===== src/rtl/alu_pkg.sv =====
// Shared ALU definitions: select codes, opcode/funct encodings, issue FSM states
// and the decoded-instruction payload handed from the decoder to the issue FSM.
package alu_pkg;

    localparam int unsigned INSTR_W = 32;
    localparam int unsigned OP_W    = 6;
    localparam int unsigned FUNCT_W = 6;
    localparam int unsigned SEL_W   = 3;
    localparam int unsigned SHAMT_W = 5;
    localparam int unsigned FIELD_W = 5;
    localparam int unsigned IMM_W   = 16;

    localparam logic [SEL_W-1:0] ALU_ADD = 3'b000;
    localparam logic [SEL_W-1:0] ALU_SUB = 3'b001;
    localparam logic [SEL_W-1:0] ALU_AND = 3'b010;
    localparam logic [SEL_W-1:0] ALU_OR  = 3'b011;
    localparam logic [SEL_W-1:0] ALU_SLL = 3'b100;
    localparam logic [SEL_W-1:0] ALU_SRL = 3'b101;

    localparam logic [OP_W-1:0] OP_RTYPE = 6'b000000;
    localparam logic [OP_W-1:0] OP_ADDI  = 6'b001000;
    localparam logic [OP_W-1:0] OP_ANDI  = 6'b001100;
    localparam logic [OP_W-1:0] OP_ORI   = 6'b001101;

    localparam logic [FUNCT_W-1:0] FN_ADD = 6'b100000;
    localparam logic [FUNCT_W-1:0] FN_SUB = 6'b100010;
    localparam logic [FUNCT_W-1:0] FN_AND = 6'b100100;
    localparam logic [FUNCT_W-1:0] FN_OR  = 6'b100101;
    localparam logic [FUNCT_W-1:0] FN_SLL = 6'b000000;
    localparam logic [FUNCT_W-1:0] FN_SRL = 6'b000010;

    typedef enum logic [1:0] {
        ST_IDLE = 2'd0,
        ST_READ = 2'd1,
        ST_EXEC = 2'd2,
        ST_WB   = 2'd3
    } state_t;

    typedef struct packed {
        logic [SEL_W-1:0] select;
        logic             use_imm;
        logic             imm_sext;
        logic             is_shift;
        logic             dest_is_rt;
        logic             illegal;
    } decode_t;

    // Instruction field extractors
    function automatic logic [FIELD_W-1:0] fld_rs(input logic [INSTR_W-1:0] i);
        return i[25:21];
    endfunction

    function automatic logic [FIELD_W-1:0] fld_rt(input logic [INSTR_W-1:0] i);
        return i[20:16];
    endfunction

    function automatic logic [FIELD_W-1:0] fld_rd(input logic [INSTR_W-1:0] i);
        return i[15:11];
    endfunction

    function automatic logic [SHAMT_W-1:0] fld_sh(input logic [INSTR_W-1:0] i);
        return i[10:6];
    endfunction

endpackage


===== src/rtl/alu_issue_ctrl_if.sv =====
// Fetch handshake, register-file read/write and ALU drive bundle of the issue controller.
// master = issue controller, slave = surrounding fetch / register file / ALU.
interface alu_issue_ctrl_if #(
    parameter int unsigned DATA_W  = 32,
    parameter int unsigned RADDR_W = 5
);

    logic                             instr_valid;
    logic                             instr_ready;
    logic [alu_pkg::INSTR_W-1:0]      instr;

    logic [RADDR_W-1:0]               rs_addr;
    logic [RADDR_W-1:0]               rt_addr;
    logic [DATA_W-1:0]                rs_data;
    logic [DATA_W-1:0]                rt_data;

    logic [DATA_W-1:0]                alu_op1;
    logic [DATA_W-1:0]                alu_op2;
    logic [alu_pkg::SHAMT_W-1:0]      alu_shamt;
    logic [alu_pkg::SEL_W-1:0]        alu_select;
    logic [DATA_W-1:0]                alu_result;

    logic                             rd_we;
    logic [RADDR_W-1:0]               rd_addr;
    logic [DATA_W-1:0]                rd_wdata;
    logic                             illegal;

    modport master (
        input  instr_valid, instr, rs_data, rt_data, alu_result,
        output instr_ready, rs_addr, rt_addr,
        output alu_op1, alu_op2, alu_shamt, alu_select,
        output rd_we, rd_addr, rd_wdata, illegal
    );

    modport slave (
        output instr_valid, instr, rs_data, rt_data, alu_result,
        input  instr_ready, rs_addr, rt_addr,
        input  alu_op1, alu_op2, alu_shamt, alu_select,
        input  rd_we, rd_addr, rd_wdata, illegal
    );

endinterface


===== src/rtl/alu_decode.sv =====
// Combinational decoder: opcode/funct to ALU select and operand/destination controls.
module alu_decode
    import alu_pkg::*;
(
    input  logic [OP_W-1:0]    op,
    input  logic [FUNCT_W-1:0] funct,
    output decode_t            dec
);

    always_comb begin
        dec        = '0;
        dec.select = ALU_ADD;
        case (op)
            OP_RTYPE: begin
                case (funct)
                    FN_ADD:  dec.select = ALU_ADD;
                    FN_SUB:  dec.select = ALU_SUB;
                    FN_AND:  dec.select = ALU_AND;
                    FN_OR:   dec.select = ALU_OR;
                    FN_SLL: begin
                        dec.select   = ALU_SLL;
                        dec.is_shift = 1'b1;
                    end
                    FN_SRL: begin
                        dec.select   = ALU_SRL;
                        dec.is_shift = 1'b1;
                    end
                    default: dec.illegal = 1'b1;
                endcase
            end
            OP_ADDI: begin
                dec.select     = ALU_ADD;
                dec.use_imm    = 1'b1;
                dec.imm_sext   = 1'b1;
                dec.dest_is_rt = 1'b1;
            end
            OP_ANDI: begin
                dec.select     = ALU_AND;
                dec.use_imm    = 1'b1;
                dec.dest_is_rt = 1'b1;
            end
            OP_ORI: begin
                dec.select     = ALU_OR;
                dec.use_imm    = 1'b1;
                dec.dest_is_rt = 1'b1;
            end
            default: dec.illegal = 1'b1;
        endcase
    end

endmodule


===== src/rtl/alu_issue_ctrl.sv =====
// Multi-cycle, non-pipelined issue controller: accept instr, read registers,
// drive the ALU for one cycle, then issue a single register-file write.
module alu_issue_ctrl
    import alu_pkg::*;
#(
    parameter int unsigned DATA_W      = 32,
    parameter int unsigned RADDR_W     = 5,
    parameter bit          R0_WRITABLE = 1'b0
) (
    input  logic           clk,
    input  logic           reset,
    alu_issue_ctrl_if.master bus
);

    state_t               state;
    state_t               state_nxt;
    logic [INSTR_W-1:0]   instr_q;
    decode_t              dec;

    logic                 load_instr;
    logic                 load_ops;
    logic                 load_wb;
    logic                 flag_illegal;

    logic                 ready_q;
    logic                 illegal_q;
    logic [DATA_W-1:0]    op1_q;
    logic [DATA_W-1:0]    op2_q;
    logic [SHAMT_W-1:0]   shamt_q;
    logic [SEL_W-1:0]     sel_q;
    logic                 rd_we_q;
    logic [RADDR_W-1:0]   rd_addr_q;
    logic [DATA_W-1:0]    rd_wdata_q;

    logic [FIELD_W-1:0]   dest;
    logic [IMM_W-1:0]     imm;
    logic [DATA_W-1:0]    imm_ext;
    logic                 dest_writable;

    alu_decode u_decode (
        .op    (instr_q[31:26]),
        .funct (instr_q[5:0]),
        .dec   (dec)
    );

    assign imm           = instr_q[IMM_W-1:0];
    assign imm_ext       = dec.imm_sext ? DATA_W'($signed(imm)) : DATA_W'(imm);
    assign dest          = dec.dest_is_rt ? fld_rt(instr_q) : fld_rd(instr_q);
    assign dest_writable = R0_WRITABLE || (dest != '0);

    // State register
    always_ff @(posedge clk or posedge reset) begin
        if (reset) begin
            state <= ST_IDLE;
        end else begin
            state <= state_nxt;
        end
    end

    // Next-state logic
    always_comb begin
        state_nxt = state;
        case (state)
            ST_IDLE: if (bus.instr_valid) state_nxt = ST_READ;
            ST_READ: state_nxt = dec.illegal ? ST_IDLE : ST_EXEC;
            ST_EXEC: state_nxt = ST_WB;
            ST_WB:   state_nxt = ST_IDLE;
            default: state_nxt = ST_IDLE;
        endcase
    end

    // Per-state datapath strobes
    always_comb begin
        load_instr   = 1'b0;
        load_ops     = 1'b0;
        load_wb      = 1'b0;
        flag_illegal = 1'b0;
        case (state)
            ST_IDLE: load_instr = bus.instr_valid;
            ST_READ: begin
                load_ops     = !dec.illegal;
                flag_illegal = dec.illegal;
            end
            ST_EXEC: load_wb = 1'b1;
            default: ;
        endcase
    end

    // Handshake and pulse outputs; ready tracks the upcoming state so it rises with IDLE
    always_ff @(posedge clk or posedge reset) begin
        if (reset) begin
            ready_q   <= 1'b1;
            illegal_q <= 1'b0;
            rd_we_q   <= 1'b0;
        end else begin
            ready_q   <= (state_nxt == ST_IDLE);
            illegal_q <= flag_illegal;
            rd_we_q   <= load_wb && dest_writable;
        end
    end

    // Instruction latch and ALU operand registers; the ALU sees them held outside EXEC too
    always_ff @(posedge clk or posedge reset) begin
        if (reset) begin
            instr_q <= '0;
            op1_q   <= '0;
            op2_q   <= '0;
            shamt_q <= '0;
            sel_q   <= ALU_ADD;
        end else begin
            if (load_instr) begin
                instr_q <= bus.instr;
            end
            if (load_ops) begin
                sel_q   <= dec.select;
                op1_q   <= dec.is_shift ? bus.rt_data : bus.rs_data;
                shamt_q <= dec.is_shift ? fld_sh(instr_q) : '0;
                if (dec.is_shift) begin
                    op2_q <= '0;
                end else if (dec.use_imm) begin
                    op2_q <= imm_ext;
                end else begin
                    op2_q <= bus.rt_data;
                end
            end
        end
    end

    // Writeback capture at the end of EXEC
    always_ff @(posedge clk or posedge reset) begin
        if (reset) begin
            rd_addr_q  <= '0;
            rd_wdata_q <= '0;
        end else if (load_wb) begin
            rd_addr_q  <= RADDR_W'(dest);
            rd_wdata_q <= bus.alu_result;
        end
    end

    assign bus.instr_ready = ready_q;
    assign bus.rs_addr     = RADDR_W'(fld_rs(instr_q));
    assign bus.rt_addr     = RADDR_W'(fld_rt(instr_q));
    assign bus.alu_op1     = op1_q;
    assign bus.alu_op2     = op2_q;
    assign bus.alu_shamt   = shamt_q;
    assign bus.alu_select  = sel_q;
    assign bus.rd_we       = rd_we_q;
    assign bus.rd_addr     = rd_addr_q;
    assign bus.rd_wdata    = rd_wdata_q;
    assign bus.illegal     = illegal_q;

endmodule


===== src/flat_wrapper.sv =====
// flat-port wrapper written by rule: the top's interface ports become plain ports
module alu_issue_ctrl_flat import alu_pkg::*;
#(
    parameter int unsigned DATA_W      = 32,
    parameter int unsigned RADDR_W     = 5,
    parameter bit          R0_WRITABLE = 1'b0
)
  (clk, reset, bus_instr_valid, bus_instr, bus_rs_data, bus_rt_data, bus_alu_result, bus_instr_ready, bus_rs_addr, bus_rt_addr, bus_alu_op1, bus_alu_op2, bus_alu_shamt, bus_alu_select, bus_rd_we, bus_rd_addr, bus_rd_wdata, bus_illegal);
  alu_issue_ctrl_if #(.DATA_W(DATA_W), .RADDR_W(RADDR_W)) bus_i ();
  input  logic clk;
  input  logic reset;
  input wire logic [$bits(bus_i.instr_valid)-1:0] bus_instr_valid;
  input wire logic [$bits(bus_i.instr)-1:0] bus_instr;
  input wire logic [$bits(bus_i.rs_data)-1:0] bus_rs_data;
  input wire logic [$bits(bus_i.rt_data)-1:0] bus_rt_data;
  input wire logic [$bits(bus_i.alu_result)-1:0] bus_alu_result;
  output wire logic [$bits(bus_i.instr_ready)-1:0] bus_instr_ready;
  output wire logic [$bits(bus_i.rs_addr)-1:0] bus_rs_addr;
  output wire logic [$bits(bus_i.rt_addr)-1:0] bus_rt_addr;
  output wire logic [$bits(bus_i.alu_op1)-1:0] bus_alu_op1;
  output wire logic [$bits(bus_i.alu_op2)-1:0] bus_alu_op2;
  output wire logic [$bits(bus_i.alu_shamt)-1:0] bus_alu_shamt;
  output wire logic [$bits(bus_i.alu_select)-1:0] bus_alu_select;
  output wire logic [$bits(bus_i.rd_we)-1:0] bus_rd_we;
  output wire logic [$bits(bus_i.rd_addr)-1:0] bus_rd_addr;
  output wire logic [$bits(bus_i.rd_wdata)-1:0] bus_rd_wdata;
  output wire logic [$bits(bus_i.illegal)-1:0] bus_illegal;
  assign bus_i.instr_valid = bus_instr_valid;
  assign bus_i.instr = bus_instr;
  assign bus_i.rs_data = bus_rs_data;
  assign bus_i.rt_data = bus_rt_data;
  assign bus_i.alu_result = bus_alu_result;
  assign bus_instr_ready = bus_i.instr_ready;
  assign bus_rs_addr = bus_i.rs_addr;
  assign bus_rt_addr = bus_i.rt_addr;
  assign bus_alu_op1 = bus_i.alu_op1;
  assign bus_alu_op2 = bus_i.alu_op2;
  assign bus_alu_shamt = bus_i.alu_shamt;
  assign bus_alu_select = bus_i.alu_select;
  assign bus_rd_we = bus_i.rd_we;
  assign bus_rd_addr = bus_i.rd_addr;
  assign bus_rd_wdata = bus_i.rd_wdata;
  assign bus_illegal = bus_i.illegal;
  alu_issue_ctrl #(.DATA_W(DATA_W), .RADDR_W(RADDR_W), .R0_WRITABLE(R0_WRITABLE)) u_core (.clk(clk), .reset(reset), .bus(bus_i));
endmodule

===== config.mk =====
export PLATFORM = sky130hd
export DESIGN_NAME = alu_issue_ctrl_flat
export DESIGN_NICKNAME = d
export VERILOG_FILES = /design/src/rtl/alu_pkg.sv /design/src/rtl/alu_issue_ctrl_if.sv /design/src/rtl/alu_decode.sv /design/src/rtl/alu_issue_ctrl.sv /design/src/flat_wrapper.sv
export SDC_FILE = /design/constraint.sdc
export NUM_CORES = 1
export LEC_CHECK = 0
export CAP_MARGIN = 10
export CORE_UTILIZATION = 47
export DETAILED_ROUTE_END_ITERATION = 8
export PLACE_DENSITY_LB_ADDON = 0.25
export SYNTH_ARGS = -nofsm -noshare
export SYNTH_HDL_FRONTEND = slang
export SYNTH_SLANG_ARGS = --single-unit

===== constraint.sdc =====
create_clock -name clk -period 11.86 [get_ports clk]
set_clock_uncertainty 0.15 [all_clocks]
set_input_delay 2.372 -clock clk [delete_from_list [all_inputs] [get_ports clk]]
set_output_delay 2.372 -clock clk [all_outputs]
set_load 0.1 [all_outputs]

==> out/results.ini, run 1 <==
[placement]
gp_congestion=0.7888
io_buffers=252
hpwl_um=12160

[logic_synthesis]
synthesis.area_um2=6414
synth.avg_cell_area_um2=12.01
synth-xor-area-share_pct=0
synth_fa_ha_area_share_pct=0
yosys-mux-area-fraction_pct=18.90
synth_warnings=0
synth_nets=665
synth_simple_gate_area_share_pct=5.014
synth-compound-area-share_pct=14.20
ys_ff_latch=146
synthCells=534
yosysUniqueCellTypes=38
synth_top_family_by_area=multiplexers
yosysSeqAreaShare_pct=56.98

[status]
outcome=completed

[clock_network]
holdBufCountCts=0
cts-buffers-inserted=17
insertion_delay_ns=0.42
htree_levels=4
cts_resized=0
root_buffer=clkbuf_16
clk_pin_slew_worst_paths_ns=0.06
cts_tree=yes
cts_buffer_depth=2
cts_sinks=146
post-cts-setup-buffers=0

[timing]
max_slew.worst_pin.slew_ns=1.118
slew_headroom_pct=25.28
rsz0062_at_grt=false
fmax_ghz=0.2175
period_needed_ns=4.597
slew_violations=0
setup_viol=0
totalNegativeSetupSlack_ns=0
timing_hold_violations_final=0
fin_crit_sh_pct=38.76

[floorplan]
boundaryPins=253
initial_core_util_pct=48.24
die_y_um=118.8
core_um2=13300
dieWidth_um=118.8
die_area_um2=14120
row_count=42

[critical_path]
path_class=register to output pin
critPathLaunch=u_core.bus.instr_ready
start_kind=register
slowest_stage=clkdlybuf4s50_1
critPathMaxStageDelay_ns=1.13
critPathBufInv=1
arrival_ns=2.07
crit_path_cell_trace=clkdlybuf4s50_1
cp_top_family=buffers and inverters
r2r-start=u_core.instr_q[26]
cp_max_fo=1
required_ns=9.34
end_kind=output pin

[finish]
area_growth_pct=48.54
fill_cells=936
antenna_cells=0
multiInputGateArea_um2=2481
drive_gt1_share_pct=15.12
area.sequential_um2=3655
finalNetCount=892

[global_routing]
overflow=0
grt_usage_pct=25.98
grt_start_max_net_pins=78
antenna_found_initial=0
grt_pass1_vias=5395
grt_pass1_wl_um=28350

[routing]
antenna_left=0
wirelength_um=17760
wl_met1_um=7188
drt_first_pass_iters=5
route.met2.wl_um=9136
drtIter0Drc=392
drc=0
wl_per_cell_um=18.69
topRoutingLayerUsed=met4
wl_met3_um=950
routed_via_density=5.452
num_vias=5179

[run]
maxCapViolCount=0

[hold_path]
hp-class=register to register
holdCritStartpoint=u_core.bus.rd_wdata[30]

[synth_stat cells]
master	n	area [um2]
nor4b_2	1	15.01
nor4_1	1	6.260
or4_4	1	11.26
clkbuf_2	5	25.02
o21ai_1	32	160.2
mux2_2	65	732.0
o311a_1	2	20.02
a211oi_1	2	15.01
and2_1	1	6.260
buf_4	12	90.09
clkbuf_1	21	78.83
buf_6	2	22.52
nor3b_1	1	7.510
inv_1	2	7.510
mux2i_1	48	480.5
or2_1	1	6.260
dfstp_2	1	26.28
nand3_1	2	10.01
nand4_1	1	6.260
nand2_1	16	60.06
nor4_4	1	21.27
a2bb2oi_1	1	8.760
o2111ai_2	1	15.01
and3_1	1	6.260
nor3_1	2	10.01
nand2b_1	1	6.260
buf_2	9	45.04
a31oi_1	6	37.54
buf_8	3	45.04
a21oi_4	1	16.27
o21ai_0	78	390.4
or4_1	1	7.510
nor2_1	30	112.6
or3_1	3	18.77
nor3_2	1	10.01
dfrtp_1	145	3628
o31ai_1	32	240.2
a21o_1	1	7.510
[flip-flops by register name, summed over array words and instances (netlist names)]
name,flops
u_core.bus.alu_op1,32
u_core.bus.alu_op2,32
u_core.bus.rd_wdata,32
u_core.instr_q,32
u_core.bus.alu_shamt,5
u_core.bus.rd_addr,5
u_core.bus.alu_select,3
u_core.state,2
u_core.bus.illegal,1
u_core.bus.instr_ready,1
u_core.bus.rd_we,1
[metal layers]
metal	GRT usage, %	vias to the layer above
met5	0	-
met4	11.16	0
met3	6.466	36
met2	43.97	191
met1	31.54	2580
li1	-	2372
[kinds of logic after synthesis]
kind of cell	Yosys count
AO/OA/AOI/OAI	156
buffers and inverters	54
flip-flops	146
multiplexers	113
AND/OR/NAND/NOR	65
[placed cells by master (no fill, tap or decap), types with 2 or more instances in the layout]
cell and n:
nand2_1 16, clkbuf_8 3, o311a_1 2, a31oi_1 6, o21ai_1 32, nor3_1 2, clkinvlp_4 8, o31ai_1 32
buf_4 8, mux2_2 65, nor2_1 29, clkinv_2 2, clkdlybuf4s50_1 252, or3_1 3, o21ai_0 78, mux2i_1 48
nand3_1 2, dfrtp_1 145, clkbuf_16 17
[layout make-up]
class	instances	area share [%]
Multi-Input combinational cell	334	26.04
Clock inverter	12	1.143
Clock buffer	20	4.899
Sequential cell	146	38.36
Inverter	2	0.1313
Timing Repair Buffer	260	27.11
Tap cell	176	2.312
[through the flow]
| stage | std cells | setup slack [ns] | cell area [um2] | hold slack (ns) | utilization, % |
|---|---|---|---|---|---|
| after global placement | 918 | 7.427 | 8951 | 0.3408 | 67.33 |
| after floorplan | 534 | 5.417 | 6414 | 0.3320 | - |
| final | 950 | 7.263 | 9527 | 0.3552 | 71.65 |
| after detailed placement | 918 | 7.350 | 8951 | 0.3445 | 67.33 |
| after global routing | 950 | 7.239 | 9527 | 0.3784 | 71.65 |
| after CTS | 950 | 7.246 | 9527 | 0.3588 | 71.65 |
[final timing paths]
check | end | slack [ns] | depth (start not counted)
worst min-delay path | u_core.bus.rd_wdata[30] | 0.36 | 1
worst max register to register | u_core.bus.alu_op2[9] | 8.45 | 6
max in group asynchronous | u_core.bus.alu_op1[14] | 7.89 | 3
min in group asynchronous | u_core.bus.rd_wdata[1] | 2.31 | 2
worst min register to register | u_core.bus.rd_wdata[30] | 0.36 | 1
worst max-delay path | bus_instr_ready | 7.26 | 1
Power of run 1 is not shown: default switching activity piles up to over one toggle a cycle in this logic, so the estimate is an artifact.
==> run 2: changes to the inputs <==
--- a/config.mk
+++ b/config.mk
@@ -6,7 +6,7 @@
 export NUM_CORES = 1
 export LEC_CHECK = 0
 export CAP_MARGIN = 10
-export CORE_UTILIZATION = 47
+export CORE_UTILIZATION = 44
 export DETAILED_ROUTE_END_ITERATION = 8
 export PLACE_DENSITY_LB_ADDON = 0.25
 export SYNTH_ARGS = -nofsm -noshare
==> constraint.sdc (replaced) <==
create_clock -name clk -period 4.7 [get_ports clk]
set_clock_uncertainty 0.15 [all_clocks]
set_input_delay 0.94 -clock clk [delete_from_list [all_inputs] [get_ports clk]]
set_output_delay 0.94 -clock clk [all_outputs]
set_load 0.1 [all_outputs]
==> run 2 against run 1 <==
Worst setup slack lost 5.7 ns. Global-route usage shrank 1.2 points. Sequential share of layout area shrank 0.42 points. Register-to-register slack lost 6.9 ns. Cell area grew 1.1%. Final cell count grew 0.84%. Core utilization shrank 3.1 points. Clock-buffer cell count grew 3. Flip-flop and latch count is the same. Critical path depth is the same.
==> out/results.ini, run 2 (synthesized netlist as in run 1, its figures left out) <==
[floorplan]
dieWidth_um=122.7  ; was 118.8 um
row_count=43  ; was 42
die_y_um=122.7  ; was 118.8 um
initial_core_util_pct=45.67  ; was 48.24%
die_area_um2=15060  ; was 14120 um2
core_um2=14040  ; was 13300 um2
boundaryPins=253  ; unchanged

[placement]
gp_congestion=0.8890  ; was 0.7888
io_buffers=252  ; unchanged
hpwl_um=12710  ; was 12160 um

[clock_network]
cts_buffer_depth=2  ; unchanged
post-cts-setup-buffers=0  ; unchanged
root_buffer=clkbuf_16  ; unchanged
insertion_delay_ns=0.41  ; was 0.42 ns
clk_pin_slew_worst_paths_ns=0.06  ; about the same
holdBufCountCts=0  ; unchanged
htree_levels=4  ; unchanged
cts_resized=0  ; unchanged
cts_sinks=146  ; unchanged
cts_tree=yes  ; unchanged
cts-buffers-inserted=17  ; unchanged

[finish]
drive_gt1_share_pct=15.44  ; was 15.12%
area_growth_pct=50.18  ; was 48.54%
area.sequential_um2=3655  ; unchanged
finalNetCount=896  ; was 892
mostFrequentLayoutCell=clkdlybuf4s50_1  ; unchanged
multiInputGateArea_um2=2481  ; unchanged
fill_cells=1036  ; was 936
final_cell_mix=clkdlybuf4s50_1 (252), dfrtp_1 (145), o21ai_0 (78)  ; unchanged

[critical_path]
arrival_ns=2.06  ; was 2.07 ns
worstSetupEndpoint=bus_instr_ready  ; unchanged
cp_top_family=buffers and inverters  ; unchanged
crit_path_cell_trace=clkdlybuf4s50_1  ; unchanged
required_ns=3.61  ; was 9.34 ns
critPathBufInv=1  ; unchanged
crit_cells=1  ; unchanged
critPathMaxStageDelay_ns=1.13  ; about the same
r2r_end=u_core.bus.alu_op2[28]  ; was u_core.bus.alu_op2[9]
end_kind=output pin  ; unchanged
rrSetupSlack_ns=1.60  ; was 8.45 ns
cp_max_fo=1  ; unchanged
slowest_stage=clkdlybuf4s50_1  ; unchanged
r2r-start=u_core.instr_q[29]  ; was u_core.instr_q[26]
path_class=register to output pin  ; unchanged
r2r_cells=6  ; unchanged
start_kind=register  ; unchanged
critPathLaunch=u_core.bus.instr_ready  ; unchanged

[run]
maxCapViolCount=0  ; unchanged

[timing]
setup_viol=0  ; unchanged
max_slew.worst_pin.slew_ns=1.097  ; was 1.118 ns
fin_crit_sh_pct=66.99
totalNegativeSetupSlack_ns=0  ; unchanged
slew_violations=0  ; unchanged
rsz0062_at_grt=false  ; unchanged
period_needed_ns=3.148
timing_hold_violations_final=0  ; unchanged
slew_headroom_pct=26.66  ; was 25.28%
fmax_ghz=0.3176

[routing]
antenna_left=0  ; unchanged
wl_per_cell_um=18.88  ; was 18.69 um
drtIter0Drc=441  ; was 392
wirelength_um=18090  ; was 17760 um
routed_via_density=5.472  ; was 5.452
drc=0  ; unchanged
num_vias=5242  ; was 5179
drt_first_pass_iters=4  ; was 5

[hold_path]
hp-class=register to register  ; unchanged

[global_routing]
grt_pass1_vias=5276  ; was 5395
met3_usage_pct=5.855  ; was 6.466%
grt-busiest-layer=met2  ; unchanged
antenna_found_initial=1  ; was 0
grt_start_max_net_pins=80  ; was 78
use_met1_pct=31.19  ; was 31.54%
overflow=0  ; unchanged
use_met2_pct=40.70  ; was 43.97%
grt_pass1_wl_um=28180  ; was 28350 um
grt_usage_pct=24.74  ; was 25.98%

[status]
outcome=completed  ; unchanged

[run 2: changes by cell type in the layout (fill, tap and decap cells not counted)]
| cell | before | now |
|---|---|---|
| buf_4 | 8 | 11 |
| clkinvlp_4 | 8 | 3 |
| bufinv_16 | 1 | 3 |
| inv_6 | 1 | 0 |
| buf_12 | 0 | 1 |
| clkbuf_8 | 3 | 6 |
| diode_2 | 0 | 1 |
[run 2: worst reg2reg max path: stages (launching register included)]
cell,delay [ns]
dfrtp_1,0.43
and2_1,0.24
o2111ai_4,0.19
buf_4,0.55
or2_2,0.79
buf_4,0.45
o31ai_1,0.15
[run 2: per-layer routing]
| metal | wire length (um) | vias to the layer above |
|---|---|---|
| met5 | 0 | - |
| met4 | 379 | 0 |
| met3 | 1163 | 29 |
| met2 | 9138 | 206 |
| met1 | 7405 | 2621 |
| li1 | - | 2386 |
[run 2: per-stage QoR]
step	utilization [%]	hold WS [ns]	setup slack, ns	cell area (um2)	cells
after floorplan	-	0.3320	1.778	6417	534
after global placement	64.07	0.3392	1.736	8997	926
after detailed placement	64.07	0.3447	1.616	8997	926
after CTS	68.57	0.3579	1.523	9629	957
after global routing	68.57	0.3741	1.412	9629	957
final	68.59	0.3571	1.552	9632	958
[run 2: worst min-delay path by stage]
stage / start / end / slack (ns) / cells after the start
2_1_floorplan: u_core.instr_q[24] / u_core.instr_q[24] / 0.33 / 1
3_3_place_gp: u_core.bus.rd_wdata[4] / u_core.bus.rd_wdata[4] / 0.34 / 1
3_5_place_dp: u_core.bus.rd_wdata[5] / u_core.bus.rd_wdata[5] / 0.34 / 1
4_1_cts: u_core.bus.rd_wdata[5] / u_core.bus.rd_wdata[5] / 0.36 / 1
5_1_grt: u_core.bus.rd_wdata[9] / u_core.bus.rd_wdata[9] / 0.37 / 1
6_report: u_core.bus.rd_wdata[5] / u_core.bus.rd_wdata[5] / 0.36 / 1
[run 2: layout make-up]
type                    instances  share of cell area [%]
flip-flops and latches        146                   37.94
repair buffers                264                   27.25
multi-input cells             334                   25.76
clock buffers                  23                   5.274
well taps                     180                   2.338
clock inverters                 8                   1.286
inverters                       2                  0.1169
diodes                          1                 0.02598
Power of run 2 is left out for the same reason.
==> run 3: changes to the inputs <==
==> constraint.sdc (replaced) <==
create_clock -name clk -period 3.06 [get_ports clk]
set_clock_uncertainty 0.15 [all_clocks]
set_input_delay 0.612 -clock clk [delete_from_list [all_inputs] [get_ports clk]]
set_output_delay 0.612 -clock clk [all_outputs]
set_load 0.1 [all_outputs]
==> run 3 against run 2 <==
Register-to-register slack lost 1.0 ns. Worst setup slack worse by 0.95 ns. Flip-flop and latch count unchanged. Cell area shrank 3.4%. Non-clock buffer count shrank 1. Core utilization decreased by 2.4 points. Highest routed layer unchanged. Global-route usage down 0.92 points. Routed wire length down 1.5%. Sequential share of layout area up 1.4 points. Via count decreased by 2.4%. First-iteration DRC count shrank 19%. Die area unchanged.
==> out/results.ini, run 3 (synthesized netlist as in run 1, its figures left out) <==
[clock_network]
cts_tree=yes  ; unchanged
cts-buffers-inserted=17  ; unchanged
post-cts-setup-buffers=0  ; unchanged
cts_sinks=146  ; unchanged
clk_pin_slew_worst_paths_ns=0.06  ; about the same
htree_levels=4  ; unchanged
cts_resized=0  ; unchanged
insertion_delay_ns=0.42  ; was 0.41 ns
cts_buffer_depth=2  ; unchanged
root_buffer=clkbuf_16  ; unchanged
holdBufCountCts=0  ; unchanged

[finish]
finalNetCount=895  ; was 896
area_growth_pct=45.01  ; was 50.18%
final_cell_mix=dfrtp_1 (145), clkdlybuf4s50_1 (130), buf_4 (129)  ; was clkdlybuf4s50_1 (252), dfrtp_1 (145), o21ai_0 (78)
antenna_cells=0  ; was 1
drive_gt1_share_pct=30.89  ; was 15.44%
area.sequential_um2=3655  ; unchanged
mostFrequentLayoutCell=dfrtp_1  ; was clkdlybuf4s50_1
multiInputGateArea_um2=2481  ; unchanged
fill_cells=1081  ; was 1036

[global_routing]
grt_usage_pct=23.82  ; was 24.74%
antenna_found_initial=0  ; was 1
grt_start_max_net_pins=79  ; was 80
overflow=0  ; unchanged
grt_pass1_vias=5103  ; was 5276
grt_pass1_wl_um=27100  ; was 28180 um

[critical_path]
path_class=register to register  ; was register to output pin
cp_max_fo=57  ; was 1
arrival_ns=2.62  ; was 2.06 ns
end_kind=register  ; was output pin
required_ns=3.23  ; was 3.61 ns
start_kind=register  ; unchanged

[timing]
totalNegativeSetupSlack_ns=0  ; unchanged
period_needed_ns=2.456
setup_viol=0  ; unchanged
rsz0062_at_grt=false  ; unchanged
fin_crit_sh_pct=80.27
fmax_ghz=0.4071
max_slew.worst_pin.slew_ns=0.9481  ; was 1.097 ns
slew_violations=0  ; unchanged
slew_headroom_pct=36.65  ; was 26.66%
timing_hold_violations_final=0  ; unchanged

[routing]
drt_first_pass_iters=6  ; was 4
wl_per_cell_um=18.61  ; was 18.88 um
drc=0  ; unchanged
antenna_left=0  ; unchanged
drtIter0Drc=358  ; was 441
num_vias=5116  ; was 5242
wirelength_um=17810  ; was 18090 um
routed_via_density=5.346  ; was 5.472

[floorplan]
initial_core_util_pct=45.67  ; unchanged
boundaryPins=253  ; unchanged
die_y_um=122.7  ; unchanged
row_count=43  ; unchanged
die_area_um2=15060  ; unchanged
dieWidth_um=122.7  ; unchanged
core_um2=14040  ; unchanged

[run]
maxCapViolCount=0  ; unchanged

[placement]
hpwl_um=12330  ; was 12710 um
gp_congestion=0.8046  ; was 0.8890
io_buffers=252  ; unchanged

[status]
outcome=completed  ; unchanged

[hold_path]
hp-class=register to register  ; unchanged

## run 3: cell count changes in the layout (fill, tap and decap cells not counted), sizes merged
cell,previous run,this run
diode,1,0
clkinvlp,3,4
buf,12,133
clkbuf,23,24
bufinv,3,1
clkinv,3,4
clkdlybuf4s50,252,130
## run 3: per-stage QoR
stage	utilization, %	worst slack (ns)	hold WS (ns)	cell area [um2]	std cells
finish	66.23	0.6038	0.3571	9300	957
global route	66.23	0.4515	0.3682	9300	957
floorplan	-	0.4658	0.3320	6417	534
detailed placement	62.11	0.6290	0.3467	8722	925
CTS	66.23	0.5951	0.3601	9300	957
global placement	62.11	0.7537	0.3400	8722	925
## run 3: path summary, 6_finish.rpt
kind,startpoint,to,slack [ns],cells past startpoint
worst max-delay path,u_core.instr_q[0],u_core.bus.alu_op2[25],0.60,5
worst min-delay path,u_core.bus.rd_wdata[28],u_core.bus.rd_wdata[28],0.36,1
worst max register to register,u_core.instr_q[0],u_core.bus.alu_op2[25],0.60,5
worst min register to register,u_core.bus.rd_wdata[28],u_core.bus.rd_wdata[28],0.36,1
max in group asynchronous,reset,u_core.bus.alu_op1[1],1.84,3
min in group asynchronous,reset,u_core.bus.rd_wdata[9],0.56,3
## run 3: critical path, stage by stage (launching register included)
cell and delay, ns:
dfrtp_1 0.42, nor4_1 0.65, a211oi_4 0.08, or2_2 0.48
buf_12 0.25, o31ai_1 0.29
## run 3: routing by layer
layer	GRT usage [%]	part of all wire (%)
met1	29.88	41
met5	0	0
met4	10.21	1.8
met2	39.33	51
met3	5.483	6.3
## run 3: final cells by class
| class | instances | area share (%) |
|---|---|---|
| repair buffers | 263 | 25.27 |
| flip-flops and latches | 146 | 39.30 |
| clock inverters | 8 | 0.8207 |
| well taps | 180 | 2.422 |
| multi-input cells | 334 | 26.68 |
| inverters | 2 | 0.1211 |
| clock buffers | 24 | 5.395 |
Power of run 3 is left out for the same reason.
